`src/rtl/bldc_commutator_pkg.sv`:
```
// Shared types, sector arithmetic, hall decode and the six-step commutation table
// used by the BLDC commutation engine.
package bldc_commutator_pkg;

   typedef logic [2:0] sector_t;

   typedef enum logic [1:0] {
      ST_OFF   = 2'd0,
      ST_DEAD  = 2'd1,
      ST_DRIVE = 2'd2,
      ST_BRAKE = 2'd3
   } comm_state_e;

   typedef struct packed {
      logic    valid;
      sector_t sec;
   } hall_dec_t;

   typedef struct packed {
      logic [2:0] h;
      logic [2:0] l;
   } gates_t;

   localparam sector_t SECTOR_LAST = 3'd5;

   function automatic sector_t sector_next(input sector_t s);
      return (s >= SECTOR_LAST) ? 3'd0 : s + 3'd1;
   endfunction

   function automatic sector_t sector_prev(input sector_t s);
      return (s == 3'd0) ? SECTOR_LAST : s - 3'd1;
   endfunction

   // Hall code {h3,h2,h1}; 000 and 111 are never produced by a healthy sensor set.
   function automatic hall_dec_t hall_decode(input logic [2:0] code);
      hall_dec_t d;
      d.valid = 1'b1;
      d.sec   = 3'd0;
      case (code)
         3'b101:  d.sec = 3'd0;
         3'b001:  d.sec = 3'd1;
         3'b011:  d.sec = 3'd2;
         3'b010:  d.sec = 3'd3;
         3'b110:  d.sec = 3'd4;
         3'b100:  d.sec = 3'd5;
         default: d.valid = 1'b0;
      endcase
      return d;
   endfunction

   // Bit order {C,B,A}; reverse rotation uses the pattern three sectors ahead.
   function automatic gates_t comm_table(input sector_t s, input logic dir);
      sector_t idx;
      gates_t  g;
      idx = dir ? s : ((s >= 3'd3) ? s - 3'd3 : s + 3'd3);
      case (idx)
         3'd0:    g = '{h: 3'b100, l: 3'b010};
         3'd1:    g = '{h: 3'b001, l: 3'b010};
         3'd2:    g = '{h: 3'b001, l: 3'b100};
         3'd3:    g = '{h: 3'b010, l: 3'b100};
         3'd4:    g = '{h: 3'b010, l: 3'b001};
         3'd5:    g = '{h: 3'b100, l: 3'b001};
         default: g = '0;
      endcase
      return g;
   endfunction

endpackage

```
`src/rtl/bldc_commutator_if.sv`:
```
// Control/status bundle between the motor controller and the commutation engine.
interface bldc_commutator_if #(
   parameter int unsigned PERIOD_W = 24
);
   logic [2:0]          hall;
   logic                enable;
   logic                dir;
   logic                brake;
   logic                pwm;
   logic                fault_n;
   logic                clear_fault;
   logic [2:0]          INH;
   logic [2:0]          INL;
   logic [2:0]          sector;
   logic                fault;
   logic                stalled;
   logic [PERIOD_W-1:0] period;
   logic [31:0]         step_count;

   modport master (
      output hall, enable, dir, brake, pwm, fault_n, clear_fault,
      input  INH, INL, sector, fault, stalled, period, step_count
   );

   modport slave (
      input  hall, enable, dir, brake, pwm, fault_n, clear_fault,
      output INH, INL, sector, fault, stalled, period, step_count
   );
endinterface

```
`src/rtl/bldc_commutator_hall_filter.sv`:
```
// Two-flop synchroniser plus debounce for the 3-bit hall bus; pulses upd when a
// new code has been seen FILTER consecutive times.
module bldc_commutator_hall_filter #(
   parameter int unsigned FILTER = 4
) (
   input  logic       CLK,
   input  logic       reset,
   input  logic [2:0] pin,
   output logic [2:0] filt,
   output logic       valid,
   output logic       upd
);
   localparam int unsigned CW = $clog2(FILTER + 1);

   logic [2:0]    s1_q, s2_q;
   logic          v1_q, v2_q;
   logic [2:0]    cand_q, cand_d;
   logic [CW-1:0] cnt_q, cnt_d;
   logic [2:0]    filt_q, filt_d;
   logic          valid_q, valid_d;
   logic          upd_q, upd_d;

   // v1/v2 keep the debouncer from counting the reset contents of the synchroniser.
   always_comb begin
      cand_d  = cand_q;
      cnt_d   = cnt_q;
      filt_d  = filt_q;
      valid_d = valid_q;
      upd_d   = 1'b0;
      if (v2_q) begin
         if ((s2_q != cand_q) || (cnt_q == '0)) begin
            cand_d = s2_q;
            cnt_d  = CW'(1);
         end else if (cnt_q != CW'(FILTER)) begin
            cnt_d = cnt_q + CW'(1);
         end
         if ((cnt_d == CW'(FILTER)) && ((cand_d != filt_q) || !valid_q)) begin
            filt_d  = cand_d;
            valid_d = 1'b1;
            upd_d   = 1'b1;
         end
      end
   end

   always_ff @(posedge CLK or posedge reset) begin
      if (reset) begin
         s1_q    <= '0;
         s2_q    <= '0;
         v1_q    <= 1'b0;
         v2_q    <= 1'b0;
         cand_q  <= '0;
         cnt_q   <= '0;
         filt_q  <= '0;
         valid_q <= 1'b0;
         upd_q   <= 1'b0;
      end else begin
         s1_q    <= pin;
         s2_q    <= s1_q;
         v1_q    <= 1'b1;
         v2_q    <= v1_q;
         cand_q  <= cand_d;
         cnt_q   <= cnt_d;
         filt_q  <= filt_d;
         valid_q <= valid_d;
         upd_q   <= upd_d;
      end
   end

   assign filt  = filt_q;
   assign valid = valid_q;
   assign upd   = upd_q;
endmodule

```
`src/rtl/bldc_commutator.sv`:
```
// Six-step BLDC commutation engine: hall decode and step tracking, period/stall
// reporting, fault latch, and the OFF/DEAD/DRIVE/BRAKE gate sequencer.
module bldc_commutator
   import bldc_commutator_pkg::*;
#(
   parameter int unsigned DEADTIME_CYCLES = 1024,
   parameter int unsigned HALL_FILTER     = 4,
   parameter int unsigned STALL_CYCLES    = 16_000_000,
   parameter int unsigned PERIOD_W        = 24
) (
   input logic              CLK,
   input logic              reset,
   bldc_commutator_if.slave bus
);
   localparam int unsigned DW = $clog2(DEADTIME_CYCLES + 1);

   logic [2:0]          filt;
   logic                filt_valid, filt_upd;
   hall_dec_t           dec;
   logic                hall_valid, hall_err, sec_chg, fault_clr, evt;
   logic                have_q, have_d;
   sector_t             sector_q, sector_d;
   logic [31:0]         step_q, step_d;
   logic [PERIOD_W-1:0] pcnt_q, pcnt_d, period_q, period_d;
   logic                stalled_q, stalled_d;
   logic                fault_n_s1_q, fault_n_s2_q;
   logic                fault_q, fault_d;
   logic                dir_q, brake_q;
   comm_state_e         state_q, state_d;
   logic [DW-1:0]       dead_q, dead_d;
   logic [2:0]          gh_q, gh_d, gl_q, gl_d;
   gates_t              drive_pat;

   bldc_commutator_hall_filter #(.FILTER(HALL_FILTER)) u_hall_filter (
      .CLK   (CLK),
      .reset (reset),
      .pin   (bus.hall),
      .filt  (filt),
      .valid (filt_valid),
      .upd   (filt_upd)
   );

   always_comb begin
      dec        = hall_decode(filt);
      hall_valid = filt_valid & dec.valid;
      fault_clr  = bus.clear_fault & fault_n_s2_q & hall_valid;
      sector_d   = sector_q;
      step_d     = step_q;
      have_d     = have_q;
      hall_err   = 1'b0;
      sec_chg    = 1'b0;
      if (filt_upd) begin
         if (!dec.valid) begin
            hall_err = 1'b1;
         end else if (!have_q) begin
            sector_d = dec.sec;
            have_d   = 1'b1;
         end else if (dec.sec == sector_next(sector_q)) begin
            sector_d = dec.sec;
            step_d   = step_q + 32'd1;
            sec_chg  = 1'b1;
         end else if (dec.sec == sector_prev(sector_q)) begin
            sector_d = dec.sec;
            step_d   = step_q - 32'd1;
            sec_chg  = 1'b1;
         end else if (dec.sec != sector_q) begin
            hall_err = 1'b1;
         end
      end else if (fault_q && fault_clr) begin
         // The held sector may lag the rotor after a jump; realign without counting a step.
         sector_d = dec.sec;
         have_d   = 1'b1;
      end

      fault_d = fault_q;
      if (!fault_n_s2_q || hall_err) begin
         fault_d = 1'b1;
      end else if (fault_clr) begin
         fault_d = 1'b0;
      end

      pcnt_d    = (pcnt_q == '1) ? pcnt_q : pcnt_q + PERIOD_W'(1);
      period_d  = period_q;
      stalled_d = stalled_q;
      if (sec_chg) begin
         period_d  = pcnt_d;
         pcnt_d    = '0;
         stalled_d = 1'b0;
      end else if (32'(pcnt_q) >= STALL_CYCLES - 1) begin
         stalled_d = 1'b1;
      end
   end

   always_comb begin
      state_d = state_q;
      dead_d  = dead_q;
      evt     = sec_chg | (bus.dir != dir_q) | (bus.brake != brake_q);
      if (!bus.enable || fault_d) begin
         state_d = ST_OFF;
         dead_d  = '0;
      end else begin
         case (state_q)
            ST_OFF: begin
               if (hall_valid) begin
                  state_d = ST_DEAD;
                  dead_d  = '0;
               end
            end
            ST_DEAD: begin
               if (evt) begin
                  dead_d = '0;
               end else if (dead_q == DW'(DEADTIME_CYCLES - 1)) begin
                  state_d = bus.brake ? ST_BRAKE : ST_DRIVE;
                  dead_d  = '0;
               end else begin
                  dead_d = dead_q + DW'(1);
               end
            end
            ST_DRIVE: begin
               if (sec_chg || (bus.dir != dir_q) || bus.brake) begin
                  state_d = ST_DEAD;
                  dead_d  = '0;
               end
            end
            ST_BRAKE: begin
               if (!bus.brake) begin
                  state_d = ST_DEAD;
                  dead_d  = '0;
               end
            end
            default: state_d = ST_OFF;
         endcase
      end
   end

   // Gates follow the next state so every pattern change is preceded by an all-off edge.
   always_comb begin
      gh_d      = '0;
      gl_d      = '0;
      drive_pat = comm_table(sector_d, bus.dir);
      case (state_d)
         ST_DRIVE: begin
            gh_d = drive_pat.h;
            gl_d = drive_pat.l;
         end
         ST_BRAKE: gl_d = '1;
         default:  ;
      endcase
   end

   always_ff @(posedge CLK or posedge reset) begin
      if (reset) begin
         state_q <= ST_OFF;
         dead_q  <= '0;
         gh_q    <= '0;
         gl_q    <= '0;
      end else begin
         state_q <= state_d;
         dead_q  <= dead_d;
         gh_q    <= gh_d;
         gl_q    <= gl_d;
      end
   end

   always_ff @(posedge CLK or posedge reset) begin
      if (reset) begin
         have_q       <= 1'b0;
         sector_q     <= '0;
         step_q       <= '0;
         pcnt_q       <= '0;
         period_q     <= '1;
         stalled_q    <= 1'b0;
         fault_n_s1_q <= 1'b1;
         fault_n_s2_q <= 1'b1;
         fault_q      <= 1'b0;
         dir_q        <= 1'b0;
         brake_q      <= 1'b0;
      end else begin
         have_q       <= have_d;
         sector_q     <= sector_d;
         step_q       <= step_d;
         pcnt_q       <= pcnt_d;
         period_q     <= period_d;
         stalled_q    <= stalled_d;
         fault_n_s1_q <= bus.fault_n;
         fault_n_s2_q <= fault_n_s1_q;
         fault_q      <= fault_d;
         dir_q        <= bus.dir;
         brake_q      <= bus.brake;
      end
   end

   assign bus.INH        = gh_q & {3{bus.pwm}};
   assign bus.INL        = gl_q;
   assign bus.sector     = sector_q;
   assign bus.fault      = fault_q;
   assign bus.stalled    = stalled_q;
   assign bus.period     = period_q;
   assign bus.step_count = step_q;
endmodule
```
`src/flat_wrapper.sv`:
```
// flat-port wrapper written by rule: the top's interface ports become plain ports
module bldc_commutator_flat import bldc_commutator_pkg::*;
#(
   parameter int unsigned DEADTIME_CYCLES = 1024,
   parameter int unsigned HALL_FILTER     = 4,
   parameter int unsigned STALL_CYCLES    = 16_000_000,
   parameter int unsigned PERIOD_W        = 24
)
  (CLK, reset, bus_hall, bus_enable, bus_dir, bus_brake, bus_pwm, bus_fault_n, bus_clear_fault, bus_INH, bus_INL, bus_sector, bus_fault, bus_stalled, bus_period, bus_step_count);
  bldc_commutator_if #(.PERIOD_W(PERIOD_W)) bus_i ();
  input logic CLK;
  input logic reset;
  input wire logic [$bits(bus_i.hall)-1:0] bus_hall;
  input wire logic [$bits(bus_i.enable)-1:0] bus_enable;
  input wire logic [$bits(bus_i.dir)-1:0] bus_dir;
  input wire logic [$bits(bus_i.brake)-1:0] bus_brake;
  input wire logic [$bits(bus_i.pwm)-1:0] bus_pwm;
  input wire logic [$bits(bus_i.fault_n)-1:0] bus_fault_n;
  input wire logic [$bits(bus_i.clear_fault)-1:0] bus_clear_fault;
  output wire logic [$bits(bus_i.INH)-1:0] bus_INH;
  output wire logic [$bits(bus_i.INL)-1:0] bus_INL;
  output wire logic [$bits(bus_i.sector)-1:0] bus_sector;
  output wire logic [$bits(bus_i.fault)-1:0] bus_fault;
  output wire logic [$bits(bus_i.stalled)-1:0] bus_stalled;
  output wire logic [$bits(bus_i.period)-1:0] bus_period;
  output wire logic [$bits(bus_i.step_count)-1:0] bus_step_count;
  assign bus_i.hall = bus_hall;
  assign bus_i.enable = bus_enable;
  assign bus_i.dir = bus_dir;
  assign bus_i.brake = bus_brake;
  assign bus_i.pwm = bus_pwm;
  assign bus_i.fault_n = bus_fault_n;
  assign bus_i.clear_fault = bus_clear_fault;
  assign bus_INH = bus_i.INH;
  assign bus_INL = bus_i.INL;
  assign bus_sector = bus_i.sector;
  assign bus_fault = bus_i.fault;
  assign bus_stalled = bus_i.stalled;
  assign bus_period = bus_i.period;
  assign bus_step_count = bus_i.step_count;
  bldc_commutator #(.DEADTIME_CYCLES(DEADTIME_CYCLES), .HALL_FILTER(HALL_FILTER), .STALL_CYCLES(STALL_CYCLES), .PERIOD_W(PERIOD_W)) u_core (.CLK(CLK), .reset(reset), .bus(bus_i));
endmodule
```
`config.mk`:
```
export PLATFORM = sky130hd
export DESIGN_NAME = bldc_commutator_flat
export DESIGN_NICKNAME = d
export VERILOG_FILES = /design/src/rtl/bldc_commutator_pkg.sv /design/src/rtl/bldc_commutator_if.sv /design/src/rtl/bldc_commutator_hall_filter.sv /design/src/rtl/bldc_commutator.sv /design/src/flat_wrapper.sv
export SDC_FILE = /design/constraint.sdc
export NUM_CORES = 1
export LEC_CHECK = 0
export ABC_AREA = 1
export BUFFER_PORTS_ARGS = -buffer_cell sky130_fd_sc_hd__buf_2
export CAP_MARGIN = 15
export CORE_MARGIN = 4
export CORE_UTILIZATION = 50
export CTS_CLUSTER_DIAMETER = 100
export DETAILED_ROUTE_END_ITERATION = 7
export GPL_TIMING_DRIVEN = 0
export HOLD_SLACK_MARGIN = 0.08
export PLACE_DENSITY = 0.69
export SLEW_MARGIN = 20
export SYNTH_ARGS = -nofsm -noshare
export SYNTH_HDL_FRONTEND = slang
export SYNTH_HIERARCHICAL = 1
export SYNTH_SLANG_ARGS = --single-unit
```
`constraint.sdc`:
```
create_clock -name CLK -period 5.4 [get_ports CLK]
set_input_delay 1.08 -clock CLK [delete_from_list [all_inputs] [get_ports CLK]]
set_output_delay 1.08 -clock CLK [all_outputs]
set_load 0.01 [all_outputs]
```
==> out/results.tsv <==
stage	metric	value	unit
cts	PostCTS Resize Cnt	0	
run_status	status	finished, final reports clean	
sta	Final Hold Vio Count	0	
sta	Tmin final	4200	ps
global_routing	initial antenna violation count	0	
routing	met2 wire length	8.29	mm
sta	unrepaired setup endpoints after global routing	no	
worst_setup_path	Crit path max-delay family	simple AND/OR/NAND/NOR gates	
cts	CTS buffer count	17	
layout	Util after Layout	60.3	%
place	Place WS	1250	ps
yosys	mux cell area share after synthesis	0	%
yosys	library cells used by synthesis	50	
place	port bufs	77	
power	Comb pwr share	15.9	%
routing	initial drt markers	379	
worst_setup_path	cells along the critical path	inv_1 -> ha_1 -> nor2_1 -> nand2_1 -> nand2_1 -> nand3_1 -> nand2_1 -> nand3_4 -> ha_1 -> nand2_1 -> nor4_1 -> nand3_1 -> nand3_1 -> nand2_1 -> o211ai_1 -> a21boi_1 -> or2_2 -> nand3_1 -> nand2_1	
worst_setup_path	critical path class	flop to flop	
global_routing	first-pass GRT wire length	30.8	mm
hold_path	HP Start	u_core/u_hall_filter/v1_q	
power	Net Sw Frac	27.5	%
routing	met3 WL	713	µm
yosys	synth cell count leaders	nand2_1 (258), inv_1 (112), dfrtp_1 (102), nor2_1 (97), o21ai_0 (72)	
yosys	asr flop ratio synth	100	%
yosys	Synth Flop Type	dfrtp_1	
global_routing	pin count of the biggest net entering global routing	59	
routing	Antenna Nets Post-Route	0	
routing	M1 WL	8.76	mm
yosys	Yosys top cell by area	dfrtp_1	
place	HPWL after DPL	13.3	mm
cts	H-tree levels	4	
yosys	Post-Syn Area	7990	µm²
routing	Vias/cell	5.14	
cts	clock latency on the worst-skew pair	410	ps
worst_setup_path	worst path bufs/invs	1	
worst_setup_path	CP max stage delay	580	ps
worst_setup_path	Worst EP required	5700	ps
routing	Top Metal Used	met4	
sta	Fin Hold WS	348	ps
power	Overall Power	2.64	mW
hold_path	hold crit path type	flop to flop	
yosys	Synth Warn #	6	
worst_setup_path	Setup crit start kind	flop	
global_routing	vias in the first global route	6591	
yosys	Post-Synth XOR/XNOR Area	6.03	%
cts	Clock Sinks	128	
worst_setup_path	Crit-path slowest cell	ha_1	
sta	Clock Skew	5.63	ps
sta	Final setup viols	0	
cts	Hold-fix buffers, CTS	0	
power	Pint	1.91	mW
routing	drt pass-1 iters	5	
global_routing	total track usage	20.7	%
sta	Max Slew Vio Count	0	
yosys	Post-Syn Instances	1026	
yosys	Synth Area in Adders	6.67	%
routing	DR DRC count	0	
yosys	Area contributors post-synth	dfrtp_1 (32%), nand2_1 (12%), dfstp_2 (8.5%)	
cts	Post-CTS Setup Bufs	0	
yosys	number of synthesized flops with an enable pin	0	
floorplanning	Row Count	45	
layout	layout cells sized above 1	18.1	%
power	sequential share of power	38.1	%
floorplanning	die width	134	µm
sta	worst slew pin tran	678	ps
yosys	top-area cell type share of the netlist area	31.9	%
power	Psw	726	µW
yosys	Synth Area per Inst	7.79	µm²
yosys	Synth Register Bits	128	
worst_setup_path	CP Capture Type	flop	
power	VDD IR max	0.000239	V
worst_setup_path	CP Data Arrival Time	4500	ps
cts	Root Driver	clkbuf_16	
layout	Nets	1176	
routing	WL per Instance	13.3	µm
sta	fin crit share	77.8	%
worst_setup_path	CP Max Fanout	34	
layout	number of diodes	0	
worst_setup_path	Crit. Startpoint	u_core/bus.sector[1]	
yosys	Post-Synth Simple-Gate Area	27.1	%
worst_setup_path	R2R Path Start	u_core/bus.sector[1]	
place	GPL Wtd Cong	0.898	
cts	Reg clk slew, reported paths	50	ps
routing	WL final	18.0	mm
floorplanning	chip height	134	µm
yosys	Synth Area in Compound Gates	12.6	%
power	P_leak	4.64	nW
cts	CTS tree	yes	
layout	Area growth, synth to finish	16.4	%
cts	Clock Path Buffers	2	
floorplanning	Initial Util	51.8	%
routing	DR vias	6928	
worst_setup_path	CP dominant cell by count	nand2_1	
power	power per cell area	283	nW/µm²
sta	TNS Setup	0	ps
run	Max Cap Viol	0	
yosys	Post-Syn Nets	1079	
sta	Fmax achieved	238	MHz
yosys	post-synthesis sequential area ratio	40.5	%
sta	worst setup margin	1200	ps
yosys	largest family of logic cells by synthesized area	simple AND/OR/NAND/NOR gates	
global_routing	GRT overflow	0	
yosys	most common cell in the netlist	nand2_1	
sta	Slew headroom	54.7	%
floorplanning	Ports	78	
power	Clk network pwr share	46.0	%
floorplanning	die area	18100	µm²
floorplanning	CORE AREA	15400	µm²
## registers in the layout, indices dropped and copies added (netlist names), 2 cells and up
register                     cells
u_core/bus.INL                   3
u_core/u_hall_filter/filt        3
u_core/bus.step_count           32
u_core/pcnt_q                   24
u_core/u_hall_filter/cnt_q       3
u_core/gh_q                      3
u_core/state_q                   2
u_core/u_hall_filter/s2_q        3
u_core/bus.period               24
u_core/bus.sector                3
u_core/u_hall_filter/s1_q        3
u_core/u_hall_filter/cand_q      3
u_core/dead_q                   11
## power groups by stage
stage          Sequential (mW)  Combinational [mW]  Clock (mW)
2_1_floorplan             1.02               0.335           0
3_3_place_gp              1.02               0.406           0
3_5_place_dp              1.02               0.417           0
4_1_cts                   1.00               0.421        1.24
5_1_grt                   1.01               0.477        1.29
6_report                  1.01               0.419        1.21
## cell families (layout without fill, tap and decap cells)
family | after synthesis | after routing
AOI/OAI and AO/OA | 170 | 170
xor gates and xnor gates | 55 | 55
adders and majority gates | 42 | 42
buffers and inverters | 143 | 253
DFF | 128 | 128
other | 1 | 1
and+or+nand+nor | 487 | 487
## worst paths after layout
check,cells after the start,endpoint,slack [ps]
min in group asynchronous,2,u_core/bus.step_count[20],730
min,0,u_core/u_hall_filter/v2_q,350
max,19,u_core/bus.step_count[28],1200
max in group asynchronous,3,u_core/bus.period[14],3970
max reg2reg,19,u_core/bus.step_count[28],1200
min reg2reg,0,u_core/u_hall_filter/v2_q,350
## routing by layer
layer / up-vias / track usage (%)
li1: 3552 / -
met1: 3238 / 28.6
met2: 123 / 33.3
met3: 15 / 4.39
met4: 0 / 5.26
met5: - / 0
## through the flow
stage               instances  instance area (µm²)
CTS                      1347                 9300
finish                   1347                 9300
detailed placement       1315                 8670
global route             1347                 9300
floorplan                1026                 7990
global placement         1314                 8640
## placed cells by master, fill, tap and decap left out, types with 5 or more instances in the layout
cell type	n
nor3_1	20
inv_1	111
clkbuf_16	17
nor4_1	5
a31oi_1	6
nand2_1	258
o21ai_1	10
xnor2_1	23
nand3_1	55
nand2_2	10
clkbuf_1	5
nand4_1	16
ha_1	41
xor2_1	32
nor2_1	97
nor2_2	5
buf_2	87
dfstp_2	26
inv_2	13
dfrtp_1	102
nand3_2	5
a21oi_1	50
o21ai_0	72
o31ai_2	6
## layout make-up
type	count	area (µm²)
tap	211	264
fill	1444	6120
clock inverter	14	190
multi-input combinational	755	4200
inverter	126	478
timing repair buffer	78	413
sequential	128	3240
clock buffer	18	439
buffer	17	87.6
Note: power is estimated with default switching activity, not from simulation.
